File: config.mk
export PLATFORM = sky130hd
export DESIGN_NAME = uart_rx
export DESIGN_NICKNAME = d
export VERILOG_FILES = /design/src/rtl/uart_rx.sv
export SDC_FILE = /design/constraint.sdc
export NUM_CORES = 1
export LEC_CHECK = 0
export ABC_CLOCK_PERIOD_IN_PS = 5000
export CAP_MARGIN = 20
export CORE_MARGIN = 3
export CORE_UTILIZATION = 53
export CTS_CLUSTER_SIZE = 30
export DETAILED_ROUTE_END_ITERATION = 6
export PLACE_DENSITY = 0.74
export SLEW_MARGIN = 20
export SYNTH_ARGS = -nofsm -noshare
export SYNTH_HDL_FRONTEND = slang
export SYNTH_SLANG_ARGS = --single-unit
File: constraint.sdc
create_clock -name clk -period 5 [get_ports clk]
set_input_delay 0.75 -clock clk [delete_from_list [all_inputs] [get_ports clk]]
set_output_delay 0.75 -clock clk [all_outputs]
set_load 0.02 [all_outputs]
File: src/rtl/uart_rx.sv
// 8N1 UART receiver with 2-FF input sync and centre-of-bit sampling.
// Define UART_RX_PARITY_EN to add an even-parity bit before the stop bit.
module uart_rx #(
  parameter int CLK_FREQ_KHz  = 50000,
  parameter int BAUD_RATE_BPS = 115200
) (
  input  logic       clk,
  input  logic       rst,
  input  logic       rx,
  output logic [7:0] data,
  output logic       data_en,
  output logic       frame_err,
  output logic       parity_err,
  output logic       busy
);

  localparam int BIT_CLOCKS = (CLK_FREQ_KHz * 1000) / BAUD_RATE_BPS;
  localparam int HALF_BIT   = BIT_CLOCKS / 2;
  localparam int CW         = $clog2(BIT_CLOCKS);

  localparam logic [CW-1:0] BIT_TC  = CW'(BIT_CLOCKS - 1);
  localparam logic [CW-1:0] HALF_TC = CW'(HALF_BIT - 1);

`ifdef UART_RX_PARITY_EN
  typedef enum logic [5:0] {
    S_IDLE    = 6'b000001,
    S_START   = 6'b000010,
    S_DATA    = 6'b000100,
    S_STOP    = 6'b001000,
    S_RECOVER = 6'b010000,
    S_PARITY  = 6'b100000
  } state_e;
`else
  typedef enum logic [4:0] {
    S_IDLE    = 5'b00001,
    S_START   = 5'b00010,
    S_DATA    = 5'b00100,
    S_STOP    = 5'b01000,
    S_RECOVER = 5'b10000
  } state_e;
`endif

  state_e          state_q, state_d;
  logic [1:0]      sync_q;
  logic [CW-1:0]   cnt_q, cnt_d;
  logic [2:0]      bit_q, bit_d;
  logic [7:0]      shift_q, shift_d;
  logic [7:0]      data_q, data_d;
  logic            data_en_q, data_en_d;
  logic            frame_err_q, frame_err_d;
  logic            busy_q, busy_d;
  logic            rx_s;
  logic            bit_tc;

`ifdef UART_RX_PARITY_EN
  logic            par_q, par_d;
  logic            parity_err_q, parity_err_d;
`endif

  assign rx_s   = sync_q[1];
  assign bit_tc = (cnt_q == BIT_TC);

  always_comb begin
    state_d     = state_q;
    cnt_d       = cnt_q;
    bit_d       = bit_q;
    shift_d     = shift_q;
    data_d      = data_q;
    data_en_d   = 1'b0;
    frame_err_d = 1'b0;
    busy_d      = (state_q != S_IDLE);
`ifdef UART_RX_PARITY_EN
    par_d        = par_q;
    parity_err_d = 1'b0;
`endif
    unique case (state_q)
      S_IDLE: begin
        cnt_d = '0;
        bit_d = '0;
        if (!rx_s) state_d = S_START;
      end
      S_START: begin
        if (cnt_q == HALF_TC) begin
          cnt_d   = '0;
          state_d = rx_s ? S_IDLE : S_DATA;
        end else begin
          cnt_d = cnt_q + 1'b1;
        end
      end
      S_DATA: begin
        if (bit_tc) begin
          cnt_d   = '0;
          shift_d = {rx_s, shift_q[7:1]};
          if (bit_q == 3'd7) begin
            bit_d = '0;
`ifdef UART_RX_PARITY_EN
            state_d = S_PARITY;
`else
            state_d = S_STOP;
`endif
          end else begin
            bit_d = bit_q + 3'd1;
          end
        end else begin
          cnt_d = cnt_q + 1'b1;
        end
      end
`ifdef UART_RX_PARITY_EN
      S_PARITY: begin
        if (bit_tc) begin
          cnt_d   = '0;
          par_d   = rx_s;
          state_d = S_STOP;
        end else begin
          cnt_d = cnt_q + 1'b1;
        end
      end
`endif
      S_STOP: begin
        if (bit_tc) begin
          cnt_d = '0;
          if (!rx_s) begin
            frame_err_d = 1'b1;
            state_d     = S_RECOVER;
`ifdef UART_RX_PARITY_EN
          end else if (^{shift_q, par_q}) begin
            parity_err_d = 1'b1;
            state_d      = S_IDLE;
`endif
          end else begin
            data_d    = shift_q;
            data_en_d = 1'b1;
            state_d   = S_IDLE;
          end
        end else begin
          cnt_d = cnt_q + 1'b1;
        end
      end
      // a stuck-low line must rise before a new start edge counts
      S_RECOVER: begin
        cnt_d = '0;
        if (rx_s) state_d = S_IDLE;
      end
      default: state_d = S_IDLE;
    endcase
  end

  always_ff @(posedge clk) begin
    if (rst) begin
      state_q     <= S_IDLE;
      sync_q      <= 2'b11;
      cnt_q       <= '0;
      bit_q       <= '0;
      shift_q     <= '0;
      data_q      <= '0;
      data_en_q   <= 1'b0;
      frame_err_q <= 1'b0;
      busy_q      <= 1'b0;
    end else begin
      state_q     <= state_d;
      sync_q      <= {sync_q[0], rx};
      cnt_q       <= cnt_d;
      bit_q       <= bit_d;
      shift_q     <= shift_d;
      data_q      <= data_d;
      data_en_q   <= data_en_d;
      frame_err_q <= frame_err_d;
      busy_q      <= busy_d;
    end
  end

`ifdef UART_RX_PARITY_EN
  always_ff @(posedge clk) begin
    if (rst) begin
      par_q        <= 1'b0;
      parity_err_q <= 1'b0;
    end else begin
      par_q        <= par_d;
      parity_err_q <= parity_err_d;
    end
  end
  assign parity_err = parity_err_q;
`else
  assign parity_err = 1'b0;
`endif

  assign data      = data_q;
  assign data_en   = data_en_q;
  assign frame_err = frame_err_q;
  assign busy      = busy_q;

endmodule

==> impl_metrics.json, run 1 <==
{
  "cts_root_buf": "clkbuf_4",
  "cts-htree-levels": 2,
  "fin_skew_ns": 0.0114,
  "ctsLongestPathBuffers": 2,
  "synth_top_area_frac": 0.401,
  "grt_max_degree": 41,
  "clk_latency_ns": 0.34,
  "cp-start-kind": "flip-flop",
  "slew_headroom": 0.608,
  "first_pass_iters": 4,
  "cts_tree": "yes",
  "min_period_ns": 2.21,
  "syn_nets": 220,
  "antennaDiodeCount": 0,
  "reg2reg_from": "cnt_q[1]",
  "cts_resized": 0,
  "gr-usage-all-layers": 0.199,
  "fmax_mhz": 452,
  "detailed_place_hpwl_mm": 2.58,
  "port_buffers": 13,
  "yosys-top-cells-area": "dfxtp_1, mux2i_1, nand2_1, nor2_1, a21oi_1",
  "finalHoldViolCount": 0,
  "dieArea_um2": 4340,
  "timing.critical_path.buf_inv": 1,
  "seq_area_frac_synth": 0.401,
  "whs_path_depth": 1,
  "io_pins": 15,
  "rsz0062_at_grt": "no",
  "die_w_um": 65.8,
  "numCtsBuffers": 5,
  "r2r.worst_path.cells": 7,
  "drc": 0,
  "gp_congestion": 0.896,
  "seqPwrFrac": 0.502,
  "grt-ovfl-total": 0,
  "die_height_um": 65.8,
  "wl_per_cell_um": 13.8,
  "crit_family": "simple AND/OR/NAND/NOR gates",
  "ctsHoldBuffers": 0,
  "cp.required_ns": 5.24,
  "finalSetupViolations": 0,
  "setup_tns_ns": 0,
  "grt_pass1_vias": 1512,
  "synth_edf_count": 0,
  "synth.avg_cell_area_um2": 8.95,
  "worst_pin_slew_ns": 0.586,
  "grt_pass1_wl_mm": 6.75,
  "synth_top_cell_by_area": "dfxtp_1",
  "critPathKind": "flip-flop to flip-flop",
  "p_clk_frac": 0.437,
  "first_iter_violations": 69,
  "fillCellCount": 280,
  "power_switching_uw": 127,
  "core_area_um2": 3390,
  "setup_ws_ns": 2.79,
  "hold_end": "sync_q[1]",
  "r2r-end": "state_q[2]",
  "synth_cells": 212,
  "cts.sinks": 38,
  "synthArstFlopShare": 0,
  "worstPathMaxFanout": 8,
  "hp-start": "sync_q[0]",
  "path_cells": "inv_1 > ha_1 > nor2b_1 > nand4bb_1 > o2bb2ai_1 > nor2_1 > mux2_1",
  "ys.flop_type": "dfxtp_1",
  "worstSetupEndpointType": "flip-flop",
  "hold_path_class": "flip-flop to flip-flop",
  "nNetsFinal": 229,
  "p_comb_frac": 0.061,
  "ir_drop_v": 0.000242,
  "vias_per_cell": 5.69,
  "ys_ff_latch": 38,
  "multiInputGateArea_um2": 1050,
  "drt_wl_total_mm": 3.69,
  "netlist_area_um2": 1900,
  "cpPeakStageDelay_ns": 0.39,
  "crit_slowest_cell": "dfxtp_1",
  "yosysWarningCount": 0,
  "route.vias.total": 1526,
  "p_per_area_nw_per_um2": 289,
  "antenna_found_initial": 0,
  "crit_arrival_ns": 2.45,
  "period_share": 0.442,
  "ys_types": 56,
  "intPower_uw": 488,
  "pre_cts_ws_ns": 2.87,
  "post_cts_buffers": 0,
  "syn_to_final_growth_pct": 12.1,
  "cap_violations": 0,
  "row_count": 21,
  "ant_nets": 0,
  "p_leak_uw": 0.000697,
  "outcome": "finished, final reports clean",
  "initial_core_util": 0.560,
  "r2r_slack_ns": 2.79,
  "regArea_um2": 761,
  "sw_frac_of_total": 0.206,
  "drv_slew": 0,
  "path_clk_slew_ns": 0.12,
  "drive_gt1_frac": 0.0946
}
-- power by group through the flow --
stage          combinational, uW  clock (uW)  sequential, uW
2_1_floorplan               31.2           0             314
6_report                    37.5         269             308
5_1_grt                     41.1         288             309
3_5_place_dp                37.2           0             315
3_3_place_gp                36.9           0             315
4_1_cts                     37.5         275             308
-- metal layers --
layer / GRT usage / part of all wire
met5: 0 / 0
met4: 0.0855 / 0.014
met3: 0.0425 / 0.037
met2: 0.328 / 0.51
met1: 0.250 / 0.44
-- how the worst max path moves through the flow --
stage                 endpoint  startpoint  cells after the start
floorplan           state_q[2]    cnt_q[0]                      7
global placement    state_q[4]         rst                      6
detailed placement  state_q[2]    cnt_q[1]                      7
CTS                 state_q[2]    cnt_q[1]                      7
global route        state_q[2]    cnt_q[1]                      7
finish              state_q[2]    cnt_q[1]                      7
-- cells by family (layout without fill, tap and decap cells) --
kind of cell / after synthesis / count (layout) / synth area share
AOI/OAI and AO/OA: 43 / 43 / 0.163
xor gates and xnor gates: 4 / 4 / 0.0224
adders and majority gates: 5 / 5 / 0.0330
buffers and inverters: 15 / 25 / 0.0461
DFF: 38 / 38 / 0.401
muxes: 11 / 11 / 0.0587
other: 1 / 1 / 0.00198
and+or+nand+nor: 95 / 95 / 0.274
-- Yosys cell counts (2+ instances only) --
cell type  number
or3_1           3
nor2b_1         5
a31oi_1         3
and2_1          3
mux2i_1        10
o22ai_1         3
a21oi_1        13
nand2_1        26
nor2_4          2
nand4_1         4
buf_6           3
o21ai_1         5
ha_1            5
inv_1           3
xnor2_1         3
clkbuf_1        5
nand3b_1        2
nor3_1          6
dfxtp_1        38
buf_4           2
nand2b_1        2
nor2_1         19
a211oi_1        6
or2_2           2
nand3_1         8
-- stage by stage --
step / util / total power [uW] / area, um2 / instances / hold slack (ns)
after global routing: 0.628 / 638 / 2130 / 268 / 0.452
final: 0.628 / 614 / 2130 / 268 / 0.421
after CTS: 0.628 / 621 / 2130 / 268 / 0.423
after global placement: 0.595 / 352 / 2020 / 260 / 0.397
after floorplan: - / 345 / 1900 / 212 / 0.389
after detailed placement: 0.595 / 352 / 2020 / 260 / 0.396
-- cells in the final DEF (no fill, tap or decap), drive strengths merged, types with 2 or more instances in the layout --
| cell | netlist | final |
|---|---|---|
| o22ai | 3 | 3 |
| mux2i | 10 | 10 |
| inv | 3 | 3 |
| ha | 5 | 5 |
| nand4 | 4 | 4 |
| clkbuf | 5 | 6 |
| nor2 | 21 | 21 |
| nor4 | 2 | 2 |
| xnor2 | 3 | 3 |
| nand3b | 2 | 2 |
| nand2 | 26 | 26 |
| o21ai | 6 | 6 |
| nand3 | 8 | 8 |
| dfxtp | 38 | 38 |
| nor3 | 7 | 7 |
| a211oi | 6 | 6 |
| clkdlybuf4s50 | 0 | 13 |
| nor2b | 5 | 5 |
| or3 | 3 | 3 |
| or2 | 3 | 3 |
| a31oi | 3 | 3 |
| and2 | 4 | 4 |
| bufinv | 0 | 2 |
| nand2b | 2 | 2 |
| o211ai | 2 | 2 |
| nor3b | 2 | 2 |
| a21oi | 13 | 13 |
-- worst reg2reg max path, cell delays in order, from the launching register on --
cell,delay [ns]
dfxtp_1,0.39
inv_1,0.10
ha_1,0.15
nor2b_1,0.18
nand4bb_1,0.35
o2bb2ai_1,0.32
nor2_1,0.28
mux2_1,0.36
-- cell type report --
type | count | area share
clock buffers | 6 | 0.0241
clock inverters | 2 | 0.0282
inverters | 3 | 0.00529
multi-input cells | 159 | 0.493
flip-flops and latches | 38 | 0.357
well taps | 46 | 0.0270
repair buffers | 14 | 0.0647
-- registers in the layout (all words and copies together), names as in the netlist --
| register | cells |
|---|---|
| frame_err | 1 |
| cnt_q | 9 |
| busy | 1 |
| sync_q | 2 |
| data_en | 1 |
| bit_q | 3 |
| state_q | 5 |
| shift_q | 8 |
| data | 8 |
Power figures use the tool's default switching activity.
==> run 2: changes to the inputs <==
- ABC_CLOCK_PERIOD_IN_PS: 5000 -> 2000
- CORE_UTILIZATION: 53 -> 51
- clock period: 5 -> 2 ns (I/O delays scaled with it)
==> impl_metrics.json, run 2 (synthesis results as in run 1) <==
{
  "outcome": "finished, final reports clean",
  "drive_gt1_frac": 0.162,
  "gr-usage-all-layers": 0.204,
  "drc": 0,
  "wl_per_cell_um": 14.5,
  "drv_slew": 0,
  "fin_area_um2": 2240,
  "hp-start": "sync_q[0]",
  "nNetsFinal": 243,
  "max_flop_register": "cnt_q",
  "r2r-end": "state_q[0]",
  "cts_root_buf": "clkbuf_8",
  "grt_max_degree": 20,
  "die_height_um": 67.0,
  "cts_tree": "yes",
  "ir_drop_v": 0.000471,
  "period_share": 0.919,
  "io_pins": 15,
  "cts.sinks": 38,
  "p_leak_uw": 0.000764,
  "finalSetupViolations": 0,
  "die_w_um": 67.0,
  "dpl-instance-area_um2": 2100,
  "whs_path_depth": 1,
  "hold_path_class": "flip-flop to flip-flop",
  "min_period_ns": 1.84,
  "antenna_found_initial": 0,
  "fillCellCount": 300,
  "ant_nets": 0,
  "row_count": 21,
  "largest_register_ffs": 9,
  "reg2reg_from": "cnt_q[0]",
  "rsz0062_at_grt": "no",
  "core_area_um2": 3470,
  "ctsLongestPathBuffers": 2,
  "cap_violations": 0,
  "syn_to_final_growth_pct": 18.1,
  "drt_wl_total_mm": 4.08,
  "fin_skew_ns": 0.00714,
  "layout_common_cells": "dfxtp_1, nand2_1, nor2_1",
  "worstSetupEndpointType": "flip-flop",
  "dieArea_um2": 4490,
  "r2r.worst_path.cells": 8,
  "path_clk_slew_ns": 0.07,
  "cp.required_ns": 2.18,
  "detailed_place_hpwl_mm": 2.94,
  "fmax_mhz": 544,
  "cts-htree-levels": 2,
  "grt_pass1_wl_mm": 6.93,
  "worstPathMaxFanout": 6,
  "hold_end": "sync_q[1]",
  "clk_latency_ns": 0.29,
  "grt-ovfl-total": 0,
  "p_per_area_nw_per_um2": 609,
  "layout.cells.non_filler": 281,
  "route.vias.total": 1598,
  "crit_arrival_ns": 2.01,
  "r2r_slack_ns": 0.16,
  "vias_per_cell": 5.69,
  "gp_congestion": 0.913,
  "initial_core_util": 0.547,
  "first_iter_violations": 106,
  "setup_tns_ns": 0,
  "cp-start-kind": "flip-flop",
  "port_buffers": 13,
  "grt_pass1_vias": 1608,
  "finalHoldViolCount": 0,
  "antennaDiodeCount": 0,
  "placed_cells": 271,
  "first_pass_iters": 4,
  "critPathKind": "flip-flop to flip-flop",
  "utilization": 0.646,
  "numCtsBuffers": 5,
  "mostFrequentLayoutCell": "dfxtp_1"
}
==> run 2: cell types whose count changed in the layout (fill, tap and decap cells not counted), moves of 2 or more <==
cell       change
buf_4         +13
clkbuf_4       -5
clkbuf_8       +4
bufinv_16      -2
clkinv_2       +2
==> run 2: layer usage <==
layer / wire length, um / vias to the layer above / part of all wire / global-route usage
met5: 0 / - / 0 / 0
met2: 2010 / 50 / 0.49 / 0.356
met3: 227 / 2 / 0.056 / 0.0573
met1: 1820 / 755 / 0.44 / 0.237
met4: 24 / 0 / 0.0059 / 0.0684
li1: - / 791 / - / -
==> run 2: worst max-delay path by stage <==
stage               startpoint          to  cells past startpoint
finish                cnt_q[0]  state_q[0]                      8
global route          cnt_q[0]  state_q[2]                      6
CTS                   cnt_q[0]  state_q[0]                      8
detailed placement    cnt_q[0]  state_q[0]                      8
global placement      cnt_q[0]  state_q[0]                      8
floorplan             cnt_q[0]  state_q[2]                      7
==> run 2: cell type report <==
class                      instances  area (um2)  area share
clock buffer                       5        68.8      0.0307
clock inverter                     2        10.0     0.00447
inverter                           3        11.3     0.00503
multi-input combinational        159        1080       0.480
sequential                        38         762       0.340
tap                               46        57.6      0.0257
timing repair buffer              28         255       0.114
==> run 2: power breakdown <==
part           switching (uW)  internal (uW)  total (uW)
Clock                     252            234         485
Combinational            63.6           44.9         108
Sequential               8.05            762         770
==> run 2: critical path: stages (launching register included) <==
cell,delay (ns)
dfxtp_1,0.42
inv_1,0.10
ha_1,0.21
nand2_1,0.13
nor4_4,0.07
o2bb2ai_2,0.25
nor2_1,0.10
buf_4,0.15
a221o_1,0.28
==> run 2: metrics by stage <==
step / setup slack, ns / hold WS [ns] / power (uW)
after floorplan: 0.247 / 0.389 / 862
after global placement: 0.0828 / 0.396 / 884
after detailed placement: 0.0824 / 0.403 / 887
after CTS: 0.0566 / 0.419 / 1370
after global routing: 0.00758 / 0.421 / 1420
final: 0.163 / 0.414 / 1360
==> run 2: timing repair <==
item	4_1_cts	5_1_grt
hold buffers	0	0
buffers inserted	0	3
resized for setup	0	5
setup endpoints to repair	0	14
